===== config.mk =====
export PLATFORM = sky130hd
export DESIGN_NAME = color_cmd_parser
export DESIGN_NICKNAME = d
export VERILOG_FILES = /design/src/rtl/color_pkg.sv /design/src/rtl/ascii_hex_decode.sv /design/src/rtl/color_cmd_parser.sv
export SDC_FILE = /design/constraint.sdc
export NUM_CORES = 1
export LEC_CHECK = 0
export CAP_MARGIN = 25
export CORE_UTILIZATION = 59
export CTS_CLUSTER_DIAMETER = 80
export DETAILED_ROUTE_END_ITERATION = 10
export PLACE_DENSITY = 0.92
export SLEW_MARGIN = 40
export SYNTH_ARGS = -nofsm -noshare
export SYNTH_HDL_FRONTEND = slang
export SYNTH_SLANG_ARGS = --single-unit

===== constraint.sdc =====
create_clock -name clk -period 3.65 [get_ports clk]
set_clock_uncertainty 0.05 [all_clocks]
set_input_delay 0.73 -clock clk [delete_from_list [all_inputs] [get_ports clk]]
set_output_delay 0.73 -clock clk [all_outputs]
set_load 0.01 [all_outputs]

===== src/rtl/color_pkg.sv =====
`default_nettype none
// +----------------------------------------------------------------------+
// | color_pkg : ASCII codes, preset colours, parser state and helpers     |
// | Revision  : 1.0                                                       |
// +----------------------------------------------------------------------+
package color_pkg;

  localparam logic [7:0] c_ascii_hash = 8'h23;
  localparam logic [7:0] c_ascii_0    = 8'h30;
  localparam logic [7:0] c_ascii_9    = 8'h39;
  localparam logic [7:0] c_ascii_a_uc = 8'h41;
  localparam logic [7:0] c_ascii_z_uc = 8'h5A;
  localparam logic [7:0] c_ascii_a_lc = 8'h61;
  localparam logic [7:0] c_ascii_f_lc = 8'h66;

  localparam logic [23:0] c_rgb_red     = 24'hFF0000;
  localparam logic [23:0] c_rgb_green   = 24'h00FF00;
  localparam logic [23:0] c_rgb_blue    = 24'h0000FF;
  localparam logic [23:0] c_rgb_white   = 24'hFFFFFF;
  localparam logic [23:0] c_rgb_black   = 24'h000000;
  localparam logic [23:0] c_rgb_yellow  = 24'hFFFF00;
  localparam logic [23:0] c_rgb_purple  = 24'hFF00FF;
  localparam logic [23:0] c_rgb_cyan    = 24'h00FFFF;

  typedef enum logic [0:0] {
    ST_IDLE = 1'b0,
    ST_HEX  = 1'b1
  } state_t;

  // Result is right-aligned; callers keep the low `width` bits.
  function automatic logic [23:0] rgb888_to_color(input logic [23:0] value, input int width);
    if (width == 16) return {8'h00, value[23:19], value[15:10], value[7:3]};
    return value;
  endfunction

  function automatic int ch_width(input int n);
    return (n > 1) ? $clog2(n) : 1;
  endfunction

endpackage
`default_nettype wire


===== src/rtl/ascii_hex_decode.sv =====
`default_nettype none
// +----------------------------------------------------------------------+
// | ascii_hex_decode : classifies one ASCII byte (hex, decimal, preset)   |
// | Revision         : 1.0                                                |
// +----------------------------------------------------------------------+
module ascii_hex_decode
  import color_pkg::*;
(
  input  logic [7:0]  byte_in,
  output logic        is_hex,
  output logic [3:0]  nibble,
  output logic        is_dec,
  output logic [3:0]  dec,
  output logic        preset_hit,
  output logic [23:0] preset_rgb
);

  logic [7:0] w_lc;
  logic       w_is_af;

  always_comb begin
    w_lc = byte_in;
    if ((byte_in >= c_ascii_a_uc) && (byte_in <= c_ascii_z_uc)) w_lc = byte_in | 8'h20;

    is_dec  = (byte_in >= c_ascii_0) && (byte_in <= c_ascii_9);
    dec     = byte_in[3:0];
    w_is_af = (w_lc >= c_ascii_a_lc) && (w_lc <= c_ascii_f_lc);
    is_hex  = is_dec | w_is_af;
    // 'a'..'f' have low nibble 1..6, so +9 maps them onto 10..15
    nibble  = is_dec ? byte_in[3:0] : (w_lc[3:0] + 4'd9);

    preset_hit = 1'b1;
    case (w_lc)
      8'h72:   preset_rgb = c_rgb_red;
      8'h67:   preset_rgb = c_rgb_green;
      8'h62:   preset_rgb = c_rgb_blue;
      8'h77:   preset_rgb = c_rgb_white;
      8'h6B:   preset_rgb = c_rgb_black;
      8'h79:   preset_rgb = c_rgb_yellow;
      8'h70:   preset_rgb = c_rgb_purple;
      8'h63:   preset_rgb = c_rgb_cyan;
      default: begin
        preset_hit = 1'b0;
        preset_rgb = 24'h000000;
      end
    endcase
  end

endmodule
`default_nettype wire


===== src/rtl/color_cmd_parser.sv =====
`default_nettype none
// +----------------------------------------------------------------------+
// | color_cmd_parser : UART byte parser driving per-channel colour regs   |
// | Revision         : 1.0                                                |
// +----------------------------------------------------------------------+
module color_cmd_parser
  import color_pkg::*;
#(
  parameter int          NUM_CH        = 4,
  parameter int          COLOR_W       = 16,
  parameter int          TIMEOUT_CYC   = 27000000,
  parameter logic [23:0] DEFAULT_COLOR = 24'hFF0000
) (
  input  logic                        clk,
  input  logic                        rst_n,
  input  logic                        byte_valid,
  input  logic [7:0]                  byte_data,
  output logic [NUM_CH*COLOR_W-1:0]   colors,
  output logic [ch_width(NUM_CH)-1:0] sel_ch,
  output logic                        upd_valid,
  output logic [ch_width(NUM_CH)-1:0] upd_ch,
  output logic                        cmd_err,
  output logic                        busy
);

  localparam int                 c_ch_w         = ch_width(NUM_CH);
  localparam logic [4:0]         c_num_ch       = 5'(NUM_CH);
  localparam logic [23:0]        c_default_full = rgb888_to_color(DEFAULT_COLOR, COLOR_W);
  localparam logic [COLOR_W-1:0] c_default      = c_default_full[COLOR_W-1:0];

  state_t       r_state, w_state_nxt;
  logic [2:0]   r_cnt;
  logic [19:0]  r_shift;        // first five nibbles; the sixth joins combinationally
  logic [COLOR_W-1:0] r_colors [NUM_CH];

  logic         w_is_hex, w_is_dec, w_preset_hit;
  logic [3:0]   w_nibble, w_dec;
  logic [23:0]  w_preset_rgb, w_wr_rgb, w_wr_full;
  logic         w_wr_en, w_sel_ld, w_err, w_shift, w_cnt_clr, w_tmo_hit;

  ascii_hex_decode u_dec (
    .byte_in    (byte_data),
    .is_hex     (w_is_hex),
    .nibble     (w_nibble),
    .is_dec     (w_is_dec),
    .dec        (w_dec),
    .preset_hit (w_preset_hit),
    .preset_rgb (w_preset_rgb)
  );

  always_ff @(posedge clk or negedge rst_n) begin
    if (!rst_n) r_state <= ST_IDLE;
    else        r_state <= w_state_nxt;
  end

  always_comb begin
    w_state_nxt = r_state;
    w_wr_en     = 1'b0;
    w_wr_rgb    = w_preset_rgb;
    w_sel_ld    = 1'b0;
    w_err       = 1'b0;
    w_shift     = 1'b0;
    w_cnt_clr   = 1'b0;
    case (r_state)
      ST_IDLE: begin
        if (byte_valid) begin
          if (w_preset_hit) begin
            w_wr_en = 1'b1;
          end else if (w_is_dec && ({1'b0, w_dec} < c_num_ch)) begin
            w_sel_ld = 1'b1;
          end else if (byte_data == c_ascii_hash) begin
            w_state_nxt = ST_HEX;
            w_cnt_clr   = 1'b1;
          end
        end
      end
      ST_HEX: begin
        if (byte_valid) begin
          if (w_is_hex) begin
            w_shift = 1'b1;
            if (r_cnt == 3'd5) begin
              w_wr_en     = 1'b1;
              w_wr_rgb    = {r_shift, w_nibble};
              w_state_nxt = ST_IDLE;
            end
          end else if (byte_data == c_ascii_hash) begin
            w_err     = 1'b1;
            w_cnt_clr = 1'b1;
          end else begin
            w_err       = 1'b1;
            w_state_nxt = ST_IDLE;
          end
        end else if (w_tmo_hit) begin
          w_err       = 1'b1;
          w_state_nxt = ST_IDLE;
        end
      end
      default: w_state_nxt = ST_IDLE;
    endcase
  end

  assign busy      = (r_state == ST_HEX);
  assign w_wr_full = rgb888_to_color(w_wr_rgb, COLOR_W);

  always_ff @(posedge clk or negedge rst_n) begin
    if (!rst_n) begin
      sel_ch    <= '0;
      upd_valid <= 1'b0;
      upd_ch    <= '0;
      cmd_err   <= 1'b0;
      r_cnt     <= 3'd0;
      r_shift   <= 20'h0;
    end else begin
      upd_valid <= w_wr_en;
      cmd_err   <= w_err;
      if (w_wr_en)  upd_ch <= sel_ch;
      if (w_sel_ld) sel_ch <= c_ch_w'(w_dec);
      if (w_cnt_clr) begin
        r_cnt <= 3'd0;
      end else if (w_shift) begin
        r_cnt   <= r_cnt + 3'd1;
        r_shift <= {r_shift[15:0], w_nibble};
      end
    end
  end

  generate
    if (TIMEOUT_CYC > 0) begin : g_tmo
      localparam int c_tmo_w = (TIMEOUT_CYC > 1) ? $clog2(TIMEOUT_CYC) : 1;
      logic [c_tmo_w-1:0] r_tmo;
      always_ff @(posedge clk or negedge rst_n) begin
        if (!rst_n)                         r_tmo <= '0;
        else if (!busy || byte_valid)       r_tmo <= '0;
        else                                r_tmo <= r_tmo + 1'b1;
      end
      assign w_tmo_hit = busy && (r_tmo == c_tmo_w'(TIMEOUT_CYC - 1));
    end else begin : g_no_tmo
      assign w_tmo_hit = 1'b0;
    end
  endgenerate

  generate
    for (genvar i = 0; i < NUM_CH; i++) begin : g_ch
      always_ff @(posedge clk or negedge rst_n) begin
        if (!rst_n)                                   r_colors[i] <= c_default;
        else if (w_wr_en && (sel_ch == c_ch_w'(i)))   r_colors[i] <= w_wr_full[COLOR_W-1:0];
      end
      assign colors[i*COLOR_W +: COLOR_W] = r_colors[i];
    end
  endgenerate

endmodule
`default_nettype wire


==> results of run 1 <==
==> synth_stat cells, types with 7 or more instances <==
library cell / n / share of area (%)
dfrtp_1: 99 / 44
a2bb2oi_1: 36 / 5.6
nor2_1: 31 / 2.1
o2bb2ai_1: 25 / 3.9
nand2_1: 23 / 1.5
dfstp_2: 20 / 9.3
a21oi_1: 15 / 1.3
mux2_4: 15 / 4.0
inv_1: 12 / 0.80
xnor2_1: 12 / 1.9
nand3_1: 10 / 0.89
mux2_2: 9 / 1.8
o21ai_2: 9 / 1.4
ha_1: 8 / 1.8
o21ai_0: 8 / 0.71
clkbuf_1: 7 / 0.47
nand4_1: 7 / 0.78
xor2_1: 7 / 1.1
==> per-layer routing <==
metal / wire length, um / up-vias / global-route usage, %
li1: - / 1916 / -
met1: 5940 / 2222 / 40.6
met2: 7330 / 221 / 52.3
met3: 915 / 52 / 6.96
met4: 535 / 0 / 16.4
met5: 0 / - / 0
==> final cells by class <==
class                      count  area [um2]  area share, %
multi-input combinational    313        2440           34.5
tap                          129         161           2.28
sequential                   119        3000           42.3
timing repair buffer          91         912           12.9
inverter                      12        45.0          0.635
clock inverter                13        95.1           1.34
clock buffer                  19         432           6.09
==> layout by cell type (no fill, tap or decap), drive strengths merged, types with 3 or more instances in the layout <==
master         count
dfrtp             99
clkdlybuf4s50     80
a2bb2oi           36
nor2              32
o2bb2ai           25
a21oi             24
mux2              24
nand2             23
dfstp             20
o21ai             20
clkbuf            19
inv               18
xnor2             12
buf               11
nand3             10
ha                 8
nand4              7
xor2               7
a21o               7
clkinv             7
nor3               6
and3               6
nand2b             5
or3                5
nor2b              4
and2               3
and4               3
a211oi             3
o32a               3
mux2i              3
==> path summary, 6_finish.rpt <==
path,endpoint,slack [ps],cells after the start
worst max-delay path,colors[55]$_DFFE_PN0P_,500,8
worst min-delay path,sel_ch[0]$_DFFE_PN0P_,110,1
worst max register to register,colors[51]$_DFFE_PN0P_,1210,8
worst min register to register,g_tmo.r_tmo[0]$_DFF_PN0_,430,1
max in group asynchronous,colors[61]$_DFFE_PN1P_,2700,2
min in group clk,g_tmo.r_tmo[0]$_DFF_PN0_,430,1
==> cells by family after synthesis <==
| group | share of synthesized area, % |
|---|---|
| AND/OR/NAND/NOR | 11.5 |
| adder cells (fa/ha/maj) | 1.78 |
| flip-flops | 53.3 |
| multiplexers | 6.33 |
| AO/OA/AOI/OAI | 20.9 |
| XOR/XNOR | 2.95 |
| buffers and inverters | 3.29 |
==> stage by stage <==
| stage | worst slack (ps) | instance area [um2] |
|---|---|---|
| after floorplan | 891 | 5630 |
| after CTS | 535 | 7090 |
| after global placement | 110 | 6560 |
| after global routing | 407 | 7090 |
| final | 499 | 7090 |
| after detailed placement | 33.2 | 6560 |
==> worst register-to-register path, cell delays in order (launching register included) <==
cell and delay, ps:
dfrtp_1 400, inv_1 80, ha_1 200, nand4_1 130, a211oi_1 550, a21oi_4 80
buf_4 210, a21oi_2 420, a2bb2oi_1 240
==> flip-flops by register name, indices dropped and copies added (netlist names) <==
register     count
r_cnt            3
upd_valid        1
upd_ch           2
cmd_err          1
r_shift         20
sel_ch           2
g_tmo.r_tmo     25
colors          64
busy             1
==> power by group through the flow <==
stage / Clock (mW) / Sequential [mW] / Combinational, mW
2_1_floorplan: 0 / 1.59 / 0.188
3_3_place_gp: 0 / 1.56 / 0.532
3_5_place_dp: 0 / 1.56 / 0.551
4_1_cts: 1.49 / 1.55 / 0.558
5_1_grt: 1.55 / 1.56 / 0.594
6_report: 1.47 / 1.55 / 0.558
==> summary.txt, run 1 <==
Outcome
  • Outcome: finished clean

GRT
  • Vias in the first global route: approximately 4500
  • Gr usage total: roughly 32%
  • Pin count of the biggest net entering global routing: 64
  • Initial antenna violation count: 0
  • Total gr overflow: 0
  • First-pass GRT wire length: about 24000 um

Die
  • Std-Cell Rows: 35
  • Top Ports: between 80 and 90
  • Die Area: just under 10000 um2
  • Die width: about 100 um
  • Initial Util: 60.9%
  • Die extent in y: 99.7 um
  • Core region area: a little over 9000 um2

Finish
  • Filler cell count in the final layout: approximately 570
  • Share of cells above drive strength 1: between 20% and 30%
  • Antenna diodes: 0
  • Number of nets in the layout: 573
  • Post-layout util: between 70% and 80%
  • Area growth syn-to-layout: 25.9%
  • Fin cells: approximately 700

Route
  • Wirelength, routed: ~15000 um
  • First drt pass iteration count: 5
  • DR DRC count: 0
  • Vias per inst: approximately 6.3
  • Detailed-route via count: ~4400
  • Drt initial violations: between 200 and 250
  • Final ANT Viol Nets: 0
  • Avg WL per Cell: about 21 um

CTS
  • Worst skew pair latency: 520 ps
  • Htree depth: 4
  • CTS tree: built
  • Setup Fix Bufs, Post-CTS: 0
  • CTS Hold Buffers Added: 0
  • Root buf cell: clkbuf_8
  • CTS clk-pin slew, worst paths: roughly 60 ps
  • Clock Sink Count: 119
  • Longest Clk Path Bufs: 2
  • Post_cts resized: 0
  • Cts bufs inserted: 17

Pwr
  • P_leak: 2.96 nW
  • Net Sw Frac: between 20% and 30%
  • PwrDens: approximately 500 nW/um2
  • Logic pwr share: between 10% and 20%
  • Pint: approximately 2.6 mW
  • Clock share of power: 41.2%
  • Worst ir drop on vdd: about 0.0004 V
  • Tot Pwr: ~3.6 mW
  • Flop pwr share: between 40 and 50%
  • Psw: 0.958 mW

Placement
  • IO buf count: 81
  • Gpl congestion: 0.901
  • Post-DP HPWL: about 9400 um
  • DP Cell Count: ~660

Critical path
  • CP Capture Type: flip-flop
  • CP Class: in -> reg
  • Worst-path fanout max: 6
  • Crit path max-delay family: compound AO/OA/AOI/OAI gates
  • Critical path arrival: 3490 ps
  • CP cell instances: clkdlybuf4s50_1 -> inv_1 -> ha_1 -> or4b_4 -> o2111a_1 -> a21o_1 -> a21oi_1 -> o2bb2ai_1
  • Worst r2r src: r_cnt[1]$_DFFE_PN0P_
  • Max incr delay on CP: around 600 ps
  • Critical path launch point type: input port
  • Worst setup path start: byte_data[1]
  • Buf+Inv Stages, Crit Path: 2
  • Critical path required time: 3990 ps
  • Slowest cell on crit path: or4b_4

STA
  • Hold Fails Final Rpt: 0
  • Hold slack: between 100 and 150 ps
  • Setup violators final: 0
  • Tmin final: about 3200 ps
  • RSZ-0062 raised after global routing: no
  • Max_slew headroom: between 60 and 70%
  • Max-slew violation count: 0
  • Measured slew at the worst slew-check pin: 580 ps
  • Fmax achieved: about 0.32 GHz
  • Setup TNS: 0 ps
  • Fin crit share: between 80 and 90%

Min path
  • Min-delay worst type: in -> async

Synthesis
  • Sequential fraction of the synthesis area: 53.3%
  • Synth Cell Area: approximately 5600 um2
  • Post-synth net total: about 480
  • Top FF cell, synth: dfrtp_1
  • Async S/R FF share, synth: 100%
  • Average size of a mapped cell: 12.1 um2
  • Post-synth cell types: a little under 70
  • Ys Warns: 0
  • #FFs+latches synth: approximately 120
  • Cells after Synth: ~470
  • Post-synth EDFFs: 0

Flow run
  • Maxcap violations: 0
Note: power is estimated with default switching activity, not from simulation.
==> inputs of run 2 (changes only) <==
--- a/config.mk
+++ b/config.mk
@@ -6,10 +6,10 @@
 export NUM_CORES = 1
 export LEC_CHECK = 0
 export CAP_MARGIN = 25
-export CORE_UTILIZATION = 59
+export CORE_UTILIZATION = 55
 export CTS_CLUSTER_DIAMETER = 80
 export DETAILED_ROUTE_END_ITERATION = 10
-export PLACE_DENSITY = 0.92
+export PLACE_DENSITY = 0.87
 export SLEW_MARGIN = 40
 export SYNTH_ARGS = -nofsm -noshare
 export SYNTH_HDL_FRONTEND = slang
==> summary.txt, run 2 (synthesized netlist as in run 1, its figures left out) <==
STA
  • RSZ-0062 raised after global routing: no
  • Fin crit share: 85.9% (-0.46 points)
  • Fmax achieved: 0.319 GHz (+0.53%)
  • Setup violators final: 0 (unchanged)
  • Hold Fails Final Rpt: 0 (unchanged)
  • Setup TNS: 0 ps (unchanged)
  • Tmin final: 3130 ps (-16.6 ps)
  • Max_slew headroom: 59.7% (-1.4 points)
  • Final WS setup: 515 ps (+16.6 ps)
  • Hold slack: 69.1 ps (-38.2 ps)
  • Measured slew at the worst slew-check pin: 605 ps (+24.6 ps)
  • Max-slew violation count: 0 (unchanged)

Finish
  • Most frequent cells in the layout: dfrtp_1 (99), clkdlybuf4s50_1 (80), a2bb2oi_1 (36), nor2_1 (31), o2bb2ai_1 (25)
  • Area growth syn-to-layout: 27.1%
  • Post-layout util: 72.6% (-4.2 points)
  • Commonest non-fill, non-tap cell in the layout: dfrtp_1
  • Share of cells above drive strength 1: 20.5% (-0.28 points)
  • Number of nets in the layout: 571 (-0.35%)
  • Max FFs per register: 64 (unchanged)
  • Antenna diodes: 0 (unchanged)

GRT
  • Initial antenna violation count: 0 (unchanged)
  • First-pass GRT wire length: 24100 um (+0.75%)
  • Total gr overflow: 0 (unchanged)
  • Pin count of the biggest net entering global routing: 94 (+47%)
  • Vias in the first global route: 4488 (-0.60%)
  • Gr usage total: 30.4% (-1.7 points)

Placement
  • Gpl congestion: 0.889 (-1.3%)
  • Post-DP HPWL: 9340 um (-0.19%)
  • Place WS: 94.2 ps (+61.0 ps)
  • IO buf count: 81 (unchanged)

CTS
  • Clock Sink Count: 119 (unchanged)
  • Root buf cell: clkbuf_8
  • Setup Fix Bufs, Post-CTS: 0 (unchanged)
  • CTS tree: built
  • Cts bufs inserted: 17 (unchanged)
  • Longest Clk Path Bufs: 2 (unchanged)
  • Post_cts resized: 0 (unchanged)
  • Htree depth: 4 (unchanged)
  • CTS Hold Buffers Added: 0 (unchanged)
  • CTS clk-pin slew, worst paths: 60 ps (about the same)
  • Worst skew pair latency: 530 ps (about the same)

Critical path
  • Critical path arrival: 3480 ps (about the same)
  • Critical path required time: 4000 ps (about the same)
  • CP Class: in -> reg
  • Worst r2r src: busy$_DFF_PN0_
  • Cells on worst reg2reg path: 6 (-2)
  • Worst setup path start: byte_data[1]
  • Critical path launch point type: input port
  • FF-to-FF setup slack: 1170 ps (-40 ps)
  • Worst r2r dst: colors[49]$_DFFE_PN0P_
  • CP Capture Type: flip-flop
  • Worst-path fanout max: 6 (unchanged)

Die
  • Initial Util: 57.1% (-3.9 points)
  • Top Ports: 82 (unchanged)
  • Core region area: 9860 um2 (+6.8%)
  • Die Area: 10600 um2 (+7.1%)
  • Die width: 103 um (+3.5%)
  • Std-Cell Rows: 36 (+2.9%)
  • Die extent in y: 103 um (+3.5%)

Min path
  • Min-delay worst type: in -> async

Outcome
  • Outcome: finished clean

Route
  • Drt initial violations: 458 (+98%)
  • First drt pass iteration count: 5 (unchanged)
  • Detailed-route via count: 4410 (-0.023%)
  • Wirelength, routed: 15100 um (+2.5%)
  • Final ANT Viol Nets: 0 (unchanged)
  • Avg WL per Cell: 21.6 um (+2.2%)
  • DR DRC count: 0 (unchanged)
  • Vias per inst: 6.32 (-0.31%)

Pwr
  • P_leak: 2.97 nW (+0.52%)
  • Worst ir drop on vdd: 0.000276 V (-30%)
  • PwrDens: 530 nW/um2 (+5.0%)

Flow run
  • Maxcap violations: 0 (unchanged)
-- run 2: cell types whose count changed in the layout (fill, tap and decap cells not counted), sizes merged --
cell,before,now
clkbuf,19,20
bufinv,0,1
clkinv,7,4
buf,11,9
inv,18,19
-- run 2: how the worst max path moves through the flow --
stage,endpoint,slack (ps),depth (start not counted)
2_1_floorplan,r_shift[10]$_DFFE_PN0P_,890,9
3_3_place_gp,colors[55]$_DFFE_PN0P_,130,8
3_5_place_dp,colors[41]$_DFFE_PN0P_,90,8
4_1_cts,colors[39]$_DFFE_PN0P_,560,8
5_1_grt,colors[55]$_DFFE_PN0P_,370,8
6_report,colors[55]$_DFFE_PN0P_,520,8
-- run 2: power breakdown --
part           switching [mW]  internal (mW)  leakage, nW
clock network           0.678           1.01        0.294
logic                   0.260          0.304         1.12
registers              0.0874           1.46         1.56
total                    1.02           2.77         2.97
-- run 2: metrics by stage --
| step | total power [mW] | cell area, um2 | std cells |
|---|---|---|---|
| 6_report | 3.79 | 7160 | 698 |
| 5_1_grt | 3.91 | 7160 | 698 |
| 4_1_cts | 3.79 | 7150 | 698 |
| 3_5_place_dp | 2.11 | 6550 | 666 |
| 3_3_place_gp | 2.09 | 6550 | 666 |
| 2_1_floorplan | 1.78 | 5630 | 465 |
-- run 2: metal layers --
metal | vias up | part of all wire [%] | GRT usage [%]
li1 | 1909 | - | -
met1 | 2228 | 41 | 39.8
met2 | 224 | 50 | 48.7
met3 | 49 | 5.8 | 7.39
met4 | 0 | 2.7 | 13.1
met5 | - | 0 | 0
-- run 2: layout make-up --
cell class,instances,area [um2]
multi-input combinational,313,2460
clock buffer,20,468
fill,610,2710
clock inverter,12,126
inverter,12,45.0
sequential,119,3000
tap,133,166
timing repair buffer,89,893
-- run 2: critical path, cell delays in order --
cell and delay (ps):
clkdlybuf4s50_1 580, inv_1 150, ha_1 280, or4b_4 590, o2111a_1 310, a21o_1 260
a21oi_1 440, o2bb2ai_1 140
